**src/rtl/instruction_loader.sv**
```systemverilog
// rtl/instruction_loader.sv - boot loader: UART byte frames into 16-bit instruction-memory writes
module instruction_loader #(
  parameter int ADDR_WIDTH = 12
) (
  input  logic                  clk,
  input  logic                  rst,
  input  logic                  start,
  input  logic                  rx_valid,
  input  logic [7:0]            rx_data,
  output logic                  imem_we,
  output logic [ADDR_WIDTH-1:0] imem_addr,
  output logic [15:0]           imem_wdata,
  output logic                  busy,
  output logic                  done,
  output logic                  err,
  output logic [ADDR_WIDTH:0]   word_count
);

  localparam logic [2:0] S_IDLE    = 3'd0;
  localparam logic [2:0] S_LEN_HI  = 3'd1;
  localparam logic [2:0] S_LEN_LO  = 3'd2;
  localparam logic [2:0] S_DATA_HI = 3'd3;
  localparam logic [2:0] S_DATA_LO = 3'd4;
  localparam logic [2:0] S_CHECK   = 3'd5;
  localparam logic [2:0] S_FINISH  = 3'd6;

  localparam int MAX_WORDS = 1 << ADDR_WIDTH;
  localparam logic [ADDR_WIDTH:0]   WC_ONE   = 1;
  localparam logic [ADDR_WIDTH-1:0] ADDR_ONE = 1;

  logic [2:0]            state;
  logic [7:0]            len_hi;
  logic [7:0]            data_hi;
  logic [7:0]            chk;
  logic [ADDR_WIDTH:0]   len_words;
  logic [ADDR_WIDTH-1:0] addr;
  logic [15:0]           len_full;
  logic [ADDR_WIDTH:0]   wc_next;

  assign len_full = {len_hi, rx_data};
  assign wc_next  = word_count + WC_ONE;
  // busy decodes straight from state so FINISH is the one cycle that still holds it
  assign busy     = (state != S_IDLE);

  always_ff @(posedge clk) begin
    if (rst) begin
      state      <= S_IDLE;
      len_hi     <= '0;
      data_hi    <= '0;
      chk        <= '0;
      len_words  <= '0;
      addr       <= '0;
      imem_we    <= 1'b0;
      imem_addr  <= '0;
      imem_wdata <= '0;
      done       <= 1'b0;
      err        <= 1'b0;
      word_count <= '0;
    end else begin
      imem_we <= 1'b0;
      case (state)
        S_IDLE: begin
          if (start) begin
            done       <= 1'b0;
            err        <= 1'b0;
            word_count <= '0;
            chk        <= '0;
            addr       <= '0;
            state      <= S_LEN_HI;
          end
        end
        S_LEN_HI: begin
          if (rx_valid) begin
            len_hi <= rx_data;
            state  <= S_LEN_LO;
          end
        end
        S_LEN_LO: begin
          if (rx_valid) begin
            len_words <= (ADDR_WIDTH+1)'(len_full);
            if (int'(len_full) > MAX_WORDS) begin
              done  <= 1'b1;
              err   <= 1'b1;
              state <= S_IDLE;
            end else if (len_full == 16'd0) begin
              state <= S_CHECK;
            end else begin
              state <= S_DATA_HI;
            end
          end
        end
        S_DATA_HI: begin
          if (rx_valid) begin
            data_hi <= rx_data;
            chk     <= chk ^ rx_data;
            state   <= S_DATA_LO;
          end
        end
        S_DATA_LO: begin
          if (rx_valid) begin
            imem_we    <= 1'b1;
            imem_addr  <= addr;
            imem_wdata <= {data_hi, rx_data};
            chk        <= chk ^ rx_data;
            addr       <= addr + ADDR_ONE;
            word_count <= wc_next;
            state      <= (wc_next == len_words) ? S_CHECK : S_DATA_HI;
          end
        end
        S_CHECK: begin
          if (rx_valid) begin
            err   <= (rx_data != chk);
            done  <= 1'b1;
            state <= S_FINISH;
          end
        end
        S_FINISH: state <= S_IDLE;
        default:  state <= S_IDLE;
      endcase
    end
  end

endmodule

```
**config.mk**
```make
export PLATFORM = sky130hd
export DESIGN_NAME = instruction_loader
export DESIGN_NICKNAME = d
export VERILOG_FILES = /design/src/rtl/instruction_loader.sv
export SDC_FILE = /design/constraint.sdc
export NUM_CORES = 1
export LEC_CHECK = 0
export CAP_MARGIN = 20
export CELL_PAD_IN_SITES_DETAIL_PLACEMENT = 0
export CELL_PAD_IN_SITES_GLOBAL_PLACEMENT = 1
export CORE_MARGIN = 8
export CORE_UTILIZATION = 44
export DETAILED_ROUTE_END_ITERATION = 7
export HOLD_SLACK_MARGIN = 0.08
export PLACE_DENSITY_LB_ADDON = 0.1
export RECOVER_POWER = 100
export SETUP_SLACK_MARGIN = 0.02
export SYNTH_ARGS = -nofsm -noshare
export SYNTH_HDL_FRONTEND = slang
export SYNTH_SLANG_ARGS = --single-unit
```
**constraint.sdc**
```tcl
create_clock -name clk -period 5.2 [get_ports clk]
set_clock_uncertainty 0.15 [all_clocks]
set_input_delay 0.78 -clock clk [delete_from_list [all_inputs] [get_ports clk]]
set_output_delay 0.78 -clock clk [all_outputs]
set_load 0.01 [all_outputs]
```
== Word-level counts from Yosys, hierarchy flattened ==
Cells that the tools add are included.

* Input bits: 12
* Register bits: 96
* Output and inout port bits: 45
* Word-level logic and storage cells: 75

* Bitwise gates (word level): 2
* Multiplexer cells: 27
* Reductions and logical operators: 16
* Equal/unequal tests: 15
* $lt $le $gt $ge: 1
* $add $sub $neg: 2

{| class="wikitable"
|+ Operator list
! operator !! count
|-
| two-way mux 3 bit || 9
|-
| two-way mux 13 bit || 2
|-
| one-hot mux 13 bit (2 select lines) || 1
|-
| two-way mux 12 bit || 2
|-
| one-hot mux 12 bit (2 select lines) || 1
|-
| one-hot mux 3 bit (6 select lines) || 1
|-
| greater-than comparator 16 x 13 -> 1 bit, second input constant || 1
|-
| logical NOT 16 bit || 1
|-
| two-way mux 8 bit || 2
|-
| one-hot mux 8 bit (2 select lines) || 1
|-
| != test 2 bit, second input constant || 7
|-
| adder 13 x 1 -> 13 bit, second input constant || 1
|-
| == test 13 bit || 1
|-
| adder 12 x 1 -> 12 bit, second input constant || 1
|-
| != test 8 bit || 1
|-
| AND reduction 2 bit || 4
|-
| XOR 8 bit || 1
|-
| == test 3 x 2 -> 1 bit, second input constant || 2
|-
| == test 3 bit, second input constant || 2
|-
| two-way mux 1 bit || 6
|-
| one-hot mux 1 bit (3 select lines) || 2
|-
| AND reduction 3 bit || 2
|-
| AND reduction 6 bit || 1
|-
| nonzero test 3 bit || 2
|-
| other kinds (7) || 9
|}

== Longest topological paths before layout ==
* Depth after elaboration: 5
* Gate-level depth with buffers: 8
* Depth with buffers taken out: 7

== Least setup slack after synthesis ==
Ideal clock, no wire load.

* Kind: input-to-reg
* Start point: input rx_data[7]
* End point: register state[1]
* Setup slack: 2.812 ns
* Data required time: 4.931 ns
* Stages on the path: 7
* Data arrival time: 2.119 ns
* Setup time: 0.119 ns
* Path buffers: 1
* Cells stage by stage: buf_2 -> nor4_1 -> nand3_1 -> xnor2_1 -> o21ai_0 -> or3b_1 -> o221a_1

* Cells in the longest elaborated chain, start to end: 5
* Elaborated cells between the ends (all ways): 6
* Those cells by class: order compare (1); mux (4); reduce/logical (1)

{| class="wikitable"
|+ Ends and longest elaborated chain
! item !! line !! text
|-
| from (decl) || 9 || <nowiki>input logic [7:0] rx_data,</nowiki>
|-
| parallel branches: the longest is 2 deep, another holds greater-than comparator 16 x 13 -> 1 bit || -- ||
|-
| two-way mux 3 bit (*) || 81 || <nowiki>if (int'(len_full) > MAX_WORDS) begin</nowiki>
|-
| two-way mux 3 bit (*) || 79 || <nowiki>if (rx_valid) begin</nowiki>
|-
| one-hot mux 3 bit (6 select lines) (*) || 61 || <nowiki>case (state)</nowiki>
|-
| to (signal assigned) || 107 || <nowiki>state <= (wc_next == len_words) ? S_CHECK : S_DATA_HI;</nowiki>
|-
| to (decl) || 31 || <nowiki>logic [2:0] state;</nowiki>
|}

Mark *: on every way between the ends. The select of a mux whose other input is x is not followed.
A chain may end at the register's enable or synchronous reset.

== Worst setup path after layout ==
* Start point: input rx_valid
* End point: register addr[9]

* Cells in the longest elaborated chain, start to end: 2

{| class="wikitable"
|+ Ends and longest elaborated chain
! item !! line !! text
|-
| from (decl) || 8 || <nowiki>input logic rx_valid,</nowiki>
|-
| != test 2 bit (no source line) || -- ||
|-
| AND reduction 3 bit (no source line) || -- ||
|-
| to (signal assigned) || 105 || <nowiki>addr <= addr + ADDR_ONE;</nowiki>
|-
| to (decl) || 36 || <nowiki>logic [ADDR_WIDTH-1:0] addr;</nowiki>
|}

No other way between the ends.

==> impl_metrics.json <==
{
  "dp.cells": 722,
  "timing.max_cap.violations": 1,
  "final.min_clock_period_ns": 3.84,
  "hold-path-endpoint": "imem_addr[5]$_SDFFE_PP0P_",
  "ys_top_cells_by_area": "dfxtp_1 43%, nand2_1 12%, a21oi_1 9.4%",
  "reg2reg_depth": 5,
  "area_added_between_synthesis_and_finish_pct": 16.2,
  "count_of_flip_flops_with_a_built_in_enable_after_synthesis": 0,
  "mostFrequentLayoutCells": "137 x nand2_1, 96 x dfxtp_1, 84 x a21oi_1",
  "achievable-frequency_mhz": 260,
  "grt_pass1_vias": 3613,
  "detail_route.iter0.violations": 230,
  "grt_antenna_before_repair": 0,
  "end_of_flow_core_utilization_pct": 52.8,
  "async_reset_ff_share_pct": 0,
  "clk_path_buf_depth": 2,
  "ys_types": 56,
  "yosys_warnings": 0,
  "finalHoldWorstSlack_ns": 0.304,
  "fp.coreArea_sq_mm": 0.00982,
  "worstReg2RegStart": "state[2]$_SDFFE_PP0P_",
  "grt_util_all_layers_pct": 16.4,
  "post_cts.resized_instances": 0,
  "worst-setup-path-type": "primary input to register",
  "setup_total_negative_slack_ns": 0,
  "worst_margin_slew_ns": 1.66,
  "numClockSinks": 96,
  "post_drt_wl_per_cell_um": 14.7,
  "clock-root-buffer": "clkbuf_8",
  "h-tree-depth": 3,
  "setup_viol_count_final": 0,
  "remaining_routing_drc_violations": 0,
  "initial_utilization_pct": 45.5,
  "rsz0062_at_grt": "no",
  "holdPathStages": 2,
  "synth.cell_area_sq_mm": 0.00446,
  "design.portCount": 57,
  "layout.cells.most_common": "nand2_1",
  "tritoncts_clock_tree": "done",
  "multiInputGateArea_sq_mm": 0.00231,
  "timing_max_transition_violations_final": 17,
  "clock_latency_ns": 0.36,
  "detail_route.wirelength_um": 10800,
  "detailroute.via_count": 3883,
  "insertedDiodeCount": 0,
  "finalNetCount": 614,
  "place.detailed.hpwl_um": 7540,
  "worst_hold_startpoint": "imem_addr[5]$_SDFFE_PP0P_",
  "io_buffers": 56,
  "power.ir.vdd_worst_v": 0.000133,
  "timing.reg2reg.setup_slack_ns": 1.89,
  "die-width_um": 117,
  "netlist.top_cell.by_area": "dfxtp_1",
  "detailroute.wirelength.met3_um": 423,
  "ff_latch_area_sq_mm": 0.00192,
  "cts.reportedPaths.clkPinSlew_ns": 0.10,
  "place.gp.congestion": 0.805,
  "worst_setup_path_start_kind": "primary input",
  "post_route_cells_drive_above_1_share_pct": 4.30,
  "hold_buffers": 0,
  "ffs_latches_synth": 96,
  "rows": 36,
  "post-route-period-util_pct": 73.9,
  "holdCritPathClass": "register to register",
  "status": "finished, violations left",
  "mean_instance_size_in_the_synthesized_netlist_sq_um": 7.79,
  "post_synthesis_net_count": 587,
  "yosysSeqAreaShare_pct": 43.1,
  "global_route_wire_length_before_repair_um": 17900,
  "met1_length_um": 5160,
  "via_per_inst": 5.26,
  "worstReg2RegEnd": "addr[9]$_SDFFE_PP0P_",
  "dieArea_sq_mm": 0.0136,
  "failed_checks": "max-capacitance violations, max-slew violations",
  "critical_path_arrival_ns": 3.99,
  "max-slew-margin-rel_pct": -11.4,
  "postSynthCellCount": 573,
  "critical_path_required_ns": 5.35,
  "synth_ff_type": "dfxtp_1",
  "post-synth-top-area-fraction_pct": 43.1,
  "route.antenna.remaining_nets": 0,
  "p_per_area_mw_per_mm2": 256,
  "instances_no_fill": 738,
  "endpoint_kind": "register",
  "grt_max_degree": 51,
  "cts_setup_buffers": 0,
  "num_cts_buffers": 9,
  "met2RoutedLength_um": 5150,
  "worst-path-max-fanout": 16,
  "final_hold_viol_count": 0,
  "globalRouteOverflowTotal": 0,
  "power_leakage_nw": 1.84,
  "maxUsedRoutingLayer": "met4",
  "firstDrtPassIters": 4,
  "fill_cells": 999,
  "die-height_um": 117
}
==> where the power goes <==
group / internal, mW / total, mW / switching (mW)
combinational: 0.0369 / 0.105 / 0.0678
clock: 0.184 / 0.469 / 0.285
sequential: 0.744 / 0.756 / 0.0120
==> Yosys cell counts, types with 3 or more instances <==
library cell and count:
mux2i_1 3, o21ai_0 25, a211oi_1 3, nand3b_1 10, a31oi_1 3, nor4_1 7
xor2_1 20, nand4_1 5, nor2_1 38, clkbuf_1 26, dfxtp_1 96, nor2b_1 4
buf_2 15, nand2_1 137, inv_1 8, nand3_1 9, or3_1 6, xnor2_1 14
and3_1 5, and2_1 3, a21oi_1 84, nor3_1 7, nand4b_1 3
==> final cells by class <==
type | instances | share of cell area [%]
clock buffer | 9 | 2.39
clock inverter | 7 | 1.18
inverter | 8 | 0.579
multi-input combinational | 426 | 44.6
sequential | 96 | 37.1
tap | 133 | 3.21
timing repair buffer | 59 | 11.0
==> cell families after synthesis <==
kind of cell / after synthesis / share of synthesized area (%)
AO/OA/AOI/OAI: 137 / 17.6
XOR/XNOR: 34 / 6.67
adder cells (fa/ha/maj): 2 / 0.561
buffers and inverters: 51 / 4.71
flip-flops: 96 / 43.1
multiplexers: 3 / 0.673
AND/OR/NAND/NOR: 250 / 26.7
==> critical path: stages <==
cell and delay (ns):
dlygate4sd3_1 0.77, mux2i_1 0.13, nor3_1 1.26, nand4_1 0.48, or3_1 0.43, a21oi_1 0.13
==> flip-flops by register name (all words and copies together) (netlist names) <==
register / flops
imem_we: 1
err: 1
done: 1
imem_wdata: 16
len_words: 13
imem_addr: 12
addr: 12
state: 3
len_hi: 8
word_count: 13
chk: 8
data_hi: 8
==> how the worst max path moves through the flow <==
stage / startpoint / end / slack, ns / cells past startpoint
2_1_floorplan: rx_data[7] / state[1]$_SDFFE_PP0P_ / 2.81 / 7
3_3_place_gp: rx_valid / addr[11]$_SDFFE_PP0P_ / 1.71 / 7
3_5_place_dp: rx_valid / addr[5]$_SDFFE_PP0P_ / 1.65 / 6
4_1_cts: rx_valid / addr[5]$_SDFFE_PP0P_ / 2.04 / 6
5_1_grt: rx_valid / addr[7]$_SDFFE_PP0P_ / 0.94 / 7
6_report: rx_valid / addr[9]$_SDFFE_PP0P_ / 1.36 / 6
==> metrics by stage <==
step | instance area (sq um) | power [mW] | setup WS (ns)
detailed placement | 5030 | 0.882 | 1.65
CTS | 5210 | 1.35 | 2.04
finish | 5190 | 1.33 | 1.36
global placement | 5030 | 0.881 | 1.71
floorplan | 4460 | 0.848 | 2.81
global route | 5190 | 1.40 | 0.940
==> routing by layer <==
metal	track usage, %	vias up
li1	-	2005
met1	20.9	1812
met2	27.2	56
met3	3.21	10
met4	5.38	0
met5	0	-
(Power assumes the default switching activity.)
